**config.mk**
```make
export PLATFORM = sky130hd
export DESIGN_NAME = regfile_wr_arbiter
export DESIGN_NICKNAME = d
export VERILOG_FILES = /design/src/rtl/regfile_wr_arbiter_pkg.sv /design/src/rtl/regfile_wr_arbiter_decoder.sv /design/src/rtl/regfile_wr_arbiter.sv
export SDC_FILE = /design/constraint.sdc
export NUM_CORES = 1
export LEC_CHECK = 0
export ABC_AREA = 1
export CORE_MARGIN = 2
export CORE_UTILIZATION = 40
export DETAILED_ROUTE_END_ITERATION = 8
export PLACE_DENSITY_LB_ADDON = 0.25
export SETUP_SLACK_MARGIN = 0.5
export SLEW_MARGIN = 20
export SYNTH_ARGS = -nofsm -noshare
export SYNTH_HDL_FRONTEND = slang
export SYNTH_HIERARCHICAL = 1
export SYNTH_SLANG_ARGS = --single-unit
```
**constraint.sdc**
```tcl
create_clock -name clk -period 1.85 [get_ports clk]
set_input_delay 0.37 -clock clk [delete_from_list [all_inputs] [get_ports clk]]
set_output_delay 0.37 -clock clk [all_outputs]
set_load 0.05 [all_outputs]
```
**src/rtl/regfile_wr_arbiter_pkg.sv**
```systemverilog
// Shared types and constants for the register-file write-port arbiter:
// FSM encoding, requester identifiers and the default PC register index.
package regfile_wr_arbiter_pkg;

   typedef enum logic {
      IDLE  = 1'b0,
      FLUSH = 1'b1
   } state_t;

   // Identity of the most recently granted requester, kept in last_gnt
   localparam logic REQ_ALU = 1'b0;
   localparam logic REQ_MEM = 1'b1;

   localparam logic [3:0] PC_IDX_DEFAULT = 4'b1111;

   function automatic logic is_pc(input logic [3:0] rd, input logic [3:0] pc_idx);
      return rd == pc_idx;
   endfunction

endpackage

```
**src/rtl/regfile_wr_arbiter_decoder.sv**
```systemverilog
// 4-to-16 one-hot decoder with an enable; all outputs low when disabled.
module decoder_4x16 (
   input  logic [3:0]  i,
   input  logic        enable,
   output logic [15:0] y
);

   genvar gi;
   generate
      for (gi = 0; gi < 16; gi++) begin : g_dec
         assign y[gi] = enable && (i == 4'(gi));
      end
   endgenerate

endmodule

```
**src/rtl/regfile_wr_arbiter.sv**
```systemverilog
// Two-source (ALU / load) register-file write-port arbiter with round-robin
// tie-break and a one-cycle grant blackout after any write to the PC.
module regfile_wr_arbiter
   import regfile_wr_arbiter_pkg::*;
#(
   parameter int         DATA_W = 32,
   parameter logic [3:0] PC_IDX = PC_IDX_DEFAULT
) (
   input  logic              clk,
   input  logic              rst,
   input  logic              alu_req,
   input  logic [3:0]        alu_rd,
   input  logic [DATA_W-1:0] alu_data,
   output logic              alu_gnt,
   input  logic              mem_req,
   input  logic [3:0]        mem_rd,
   input  logic [DATA_W-1:0] mem_data,
   output logic              mem_gnt,
   output logic              wr_en,
   output logic [3:0]        wr_sel,
   output logic [DATA_W-1:0] wr_data,
   output logic [15:0]       wr_onehot,
   output logic              pc_wr
);

   state_t            state_reg;
   logic              last_gnt_reg;
   logic              wr_en_reg;
   logic              pc_wr_reg;
   logic [3:0]        wr_sel_reg;
   logic [DATA_W-1:0] wr_data_reg;

   logic              grant_any;
   logic [3:0]        grant_rd;
   logic [DATA_W-1:0] grant_data;
   logic              grant_pc;

   // Grants are combinational; the requester not served last wins a tie
   always_comb begin
      alu_gnt = 1'b0;
      mem_gnt = 1'b0;
      if (!rst && state_reg == IDLE) begin
         if (alu_req && mem_req) begin
            alu_gnt = (last_gnt_reg == REQ_MEM);
            mem_gnt = (last_gnt_reg == REQ_ALU);
         end else begin
            alu_gnt = alu_req;
            mem_gnt = mem_req;
         end
      end
   end

   assign grant_any  = alu_gnt | mem_gnt;
   assign grant_rd   = alu_gnt ? alu_rd : mem_rd;
   assign grant_data = alu_gnt ? alu_data : mem_data;
   assign grant_pc   = grant_any && is_pc(grant_rd, PC_IDX);

   always_ff @(posedge clk) begin
      if (rst) begin
         state_reg    <= IDLE;
         last_gnt_reg <= REQ_MEM;
         wr_en_reg    <= 1'b0;
         pc_wr_reg    <= 1'b0;
         wr_sel_reg   <= 4'h0;
         wr_data_reg  <= '0;
      end else begin
         wr_en_reg <= grant_any;
         pc_wr_reg <= grant_pc;
         if (grant_any) begin
            wr_sel_reg   <= grant_rd;
            wr_data_reg  <= grant_data;
            last_gnt_reg <= alu_gnt ? REQ_ALU : REQ_MEM;
         end
         case (state_reg)
            IDLE:    if (grant_pc) state_reg <= FLUSH;
            FLUSH:   state_reg <= IDLE;
            default: state_reg <= IDLE;
         endcase
      end
   end

   assign wr_en   = wr_en_reg;
   assign wr_sel  = wr_sel_reg;
   assign wr_data = wr_data_reg;
   assign pc_wr   = pc_wr_reg;

   decoder_4x16 u_dec (
      .i      (wr_sel_reg),
      .enable (wr_en_reg),
      .y      (wr_onehot)
   );

endmodule

```
# Word-level counts from Yosys, hierarchy flattened
# Cells that the tools add are included.
word_totals:
  reg_bits: 40
  wordCells: 55
classes:
  n_eq_ne: 16
  mux: 9
  bitwise_logic: 3
  n_reduce_logical: 21
op_table:
  columns: ["operator", "count"]
  rows:
  - ["equality test 4 bit, second input constant", 9]
  - ["two-way mux 32 bit", 1]
  - ["logical AND 1 bit", 19]
  - ["equality test 4 x 3 -> 1 bit, second input constant", 4]
  - ["equality test 4 x 2 -> 1 bit, second input constant", 2]
  - ["two-way mux 1 bit", 6]
  - ["equality test 4 x 1 -> 1 bit, second input constant", 1]
  - ["logical NOT 4 bit", 1]
  - ["two-way mux 4 bit", 1]
  - ["NOT 1 bit", 2]
  - ["one-hot mux 1 bit (2 select lines)", 1]
  - ["logical NOT 1 bit", 1]
  - ["OR 1 bit", 1]

# Longest topological paths before layout
logic_depth:
  word_depth: 8
  depth_mapped: 9
  ltp_nobuf: 8

# Hierarchy
# Netlist, hierarchy kept.
by_module_without_submodules:
  columns: ["module", "n_inst", "cells_per_inst", "area_per_inst_um2"]
  rows:
  - ["regfile_wr_arbiter", 1, 296, 2025.7]
  - ["decoder_4x16", 1, 32, 126.4]

# Least setup slack after synthesis
# Ideal clock, no wire load.
synth_timing:
  path_type: "register -> output"
  start: "register wr_sel_reg[1], in the netlist wr_sel[1]"
  end: "output port wr_onehot[11]"
  arrival_ns: 1.585
  slack_ns: -0.105
  path_stages_with_launch: 3
  n_path_buf: 0
  path_cell_list: "dfxtp_1 nand3_1 nor2_1"
synth_between:
  elab_chain_cells: 2
synth_lines:
  columns: ["element", "line", "source"]
  rows:
  - ["from (decl)", "regfile_wr_arbiter.sv:30", "logic [3:0] wr_sel_reg;"]
  - ["from (signal assigned)", "regfile_wr_arbiter.sv:70", "wr_sel_reg <= grant_rd;"]
  - ["equality test 4 bit", "regfile_wr_arbiter_decoder.sv:11", "assign y[gi] = enable && (i == 4'(gi));"]
  - ["logical AND 1 bit", "regfile_wr_arbiter_decoder.sv:11", null]
  - ["to (decl)", "regfile_wr_arbiter.sv:22", "output logic [15:0] wr_onehot,"]
# Every way passes these cells.

# Worst setup path in the final report
layout_timing:
  start: "register wr_sel_reg[2], in the netlist wr_sel[2]"
  end: "output port wr_onehot[15]"
# The elaborated chain is that of the path after synthesis.

==> flow_metrics.env <==
export IMPL_worstPathCellList="nand2_2 -> nor2_4 -> buf_12"
export IMPL_crit_type="flip-flop to output port"
export IMPL_ys_ff_latch=40
export IMPL_synth_edff_count=0
export IMPL_crit_required_ns=1.48
export IMPL_slowest_stage="dfxtp_4"
export IMPL_portBuffers=131
export IMPL_globalRouteTotalUtil_pct=23.1
export IMPL_maxCapViolCount=0
export IMPL_wl_per_cell_um=13.1
export IMPL_ff2ff_setup_slack_ns=0.57
export IMPL_post_route_drc_count=0
export IMPL_viasPerCell=4.72
export IMPL_grt_pass1_vias=2571
export IMPL_netlist_area_leader_share_pct=37.2
export IMPL_syn_to_final_growth_pct=89.2
export IMPL_vias=2532
export IMPL_finalHoldViolCount=0
export IMPL_status="finished, final reports clean"
export IMPL_ir_drop_mv=0.546
export IMPL_pwr_share_comb_pct=36.4
export IMPL_placedCellCount=524
export IMPL_ys_warn_count=6
export IMPL_clockBufferDepth=2
export IMPL_fin_tns_setup_ns=0
export IMPL_n_antenna_cell=0
export IMPL_worstPathMaxFanout=5
export IMPL_cp_arrival_ns=1.19
export IMPL_syn_area_um2=2150
export IMPL_path_clk_slew_ns=0.08
export IMPL_synth_area_leaders="dfxtp_1 37%, nand2_1 20%, o21a_1 12%, nand3_1 9.1%, inv_1 8.4%"
export IMPL_switching_power_mw=0.935
export IMPL_clk_latency_ns=0.29
export IMPL_slew_violations=0
export IMPL_start_util_pct=41.9
export IMPL_die_area_um2=5980
export IMPL_drt_initial_drc_count=67
export IMPL_finClkSkew_ns=0.00486
export IMPL_cts_sinks=40
export IMPL_synth_cell_types=18
export IMPL_tightest_slew_ns=0.359
export IMPL_antenna_found_initial=0
export IMPL_avgSynthCellArea_um2=6.56
export IMPL_syn_nets=404
export IMPL_synthMostInstantiatedCell="nand2_1"
export IMPL_fmax_ghz=0.643
export IMPL_relSlewSlack_pct=76.1
export IMPL_fillers=376
export IMPL_p_per_area_nw_per_um2=657
export IMPL_largest_reg_flops=32
export IMPL_ys_flop_type="dfxtp_1"
export IMPL_fin_crit_ns=1.56
export IMPL_die_y_um=77.4
export IMPL_ios=132
export IMPL_cts_tree="done"
export IMPL_synthArstFlopShare_pct=0
export IMPL_clkPwrFrac_pct=26.7
export IMPL_endpoint_kind="output port"
export IMPL_yosysTopAreaCell="dfxtp_1"
export IMPL_wl_mm=7.02
export IMPL_seqPwrFrac_pct=36.9
export IMPL_p_int_mw=1.74
export IMPL_min_path_type="flip-flop to flip-flop"
export IMPL_yosysSeqAreaShare_pct=37.2
export IMPL_grt_max_degree=34
export IMPL_cts_htree_levels=2
export IMPL_rsz0062_at_grt="yes"
export IMPL_slowest_delay_ns=0.41
export IMPL_die_width_um=77.4
export IMPL_antenna_left=0
export IMPL_num_rows=26
export IMPL_nNetsFinal=542
export IMPL_p_leak_nw=1.94
export IMPL_cts_buffers=5
export IMPL_fin_crit_sh_pct=84.1
export IMPL_coreArea_um2=5140
export IMPL_instances_no_fill=537
export IMPL_dp_final_hpwl_mm=4.94
export IMPL_drive_gt1_share_pct=27.8
export IMPL_synth_commonest_cells="114 x nand2_1, 48 x inv_1, 40 x dfxtp_1"
export IMPL_start_kind="flip-flop"
export IMPL_syn_inst=328
export IMPL_firstDrtPassIters=5
export IMPL_gp_congestion=0.867
export IMPL_grt_pass1_wl_mm=11.3
export IMPL_swShare_pct=34.9
export IMPL_cts_hold_fix_buffers=0
export IMPL_overflow=0
export IMPL_clockRootBuffer="clkbuf_8"
export IMPL_finalSetupViolations=0
-- cell type report --
cell class,count,area [µm²],share of cell area [%]
Tap cell,70,87.6,2.15
Timing Repair Buffer,148,1570,38.6
Sequential cell,40,822,20.2
Inverter,51,209,5.13
Multi-Input combinational cell,220,1270,31.2
Clock buffer,5,68.8,1.69
Clock inverter,3,42.5,1.04
-- metrics by stage --
step           power [mW]  worst slack, ns  util (%)  area (µm²)  hold WS, ns
6_report             2.68            0.294      79.2        4070        0.497
5_1_grt              2.81            0.232      79.2        4070        0.520
4_1_cts              2.66            0.283      77.3        3970        0.498
3_5_place_dp         1.94          -0.0497      75.0        3850        0.479
3_3_place_gp         1.92           0.0229      75.0        3850        0.475
2_1_floorplan        1.56            0.468         -        2350        0.429
-- cells by family after synthesis --
kind of cell	synth area share [%]
buffers and inverters	14.2
DFF	37.2
and+or+nand+nor	34.4
AOI/OAI and AO/OA	14.1
-- power by group through the flow --
| stage | combinational [mW] | sequential (mW) | clock [mW] |
|---|---|---|---|
| finish | 0.974 | 0.988 | 0.715 |
| CTS | 0.938 | 0.986 | 0.731 |
| detailed placement | 0.943 | 1.00 | 0 |
| global placement | 0.928 | 0.996 | 0 |
| global route | 1.05 | 0.999 | 0.767 |
| floorplan | 0.334 | 1.23 | 0 |
-- final timing paths --
check                                   from       endpoint  depth (start not counted)
worst max-delay path               wr_sel[2]  wr_onehot[15]                          3
worst min-delay path            last_gnt_reg   last_gnt_reg                          2
worst max register to register     state_reg    wr_data[20]                          8
worst min register to register  last_gnt_reg   last_gnt_reg                          2
-- repair_timing --
item / CTS / global route
gates cloned: 0 / 2
buffers inserted: 2 / 1
gates resized for setup: 61 / 20
setup endpoints to repair: 66 / 57
pin swaps: 11 / 6
-- per-layer routing --
| metal | vias up | global-route usage [%] | share of wire (%) |
|---|---|---|---|
| li1 | 1293 | - | - |
| met1 | 1138 | 24.9 | 38 |
| met2 | 89 | 43.9 | 53 |
| met3 | 12 | 6.16 | 6.8 |
| met4 | 0 | 6.25 | 1.5 |
| met5 | - | 0 | 0 |
-- worst max-delay path, delay by kind of cell (launching register included) --
| kind | cells | cell delay, ns |
|---|---|---|
| AND/OR/NAND/NOR | 2 | 0.34 |
| buffers and inverters | 1 | 0.14 |
| flip-flops | 1 | 0.41 |
-- layout by cell type, fill, tap and decap left out, types with 3 or more instances in the layout --
master	n
nand2_1	109
clkdlybuf4s50_1	72
inv_1	42
buf_4	39
nand3_1	33
dfxtp_1	33
o21a_1	32
buf_12	20
nor2_4	17
buf_2	9
nand3_4	6
inv_4	5
clkbuf_8	5
dfxtp_4	5
nand4_1	4
a21oi_1	4
o21ai_0	4
nand2_4	3
No activity file was read; power rests on OpenSTA's default activity.
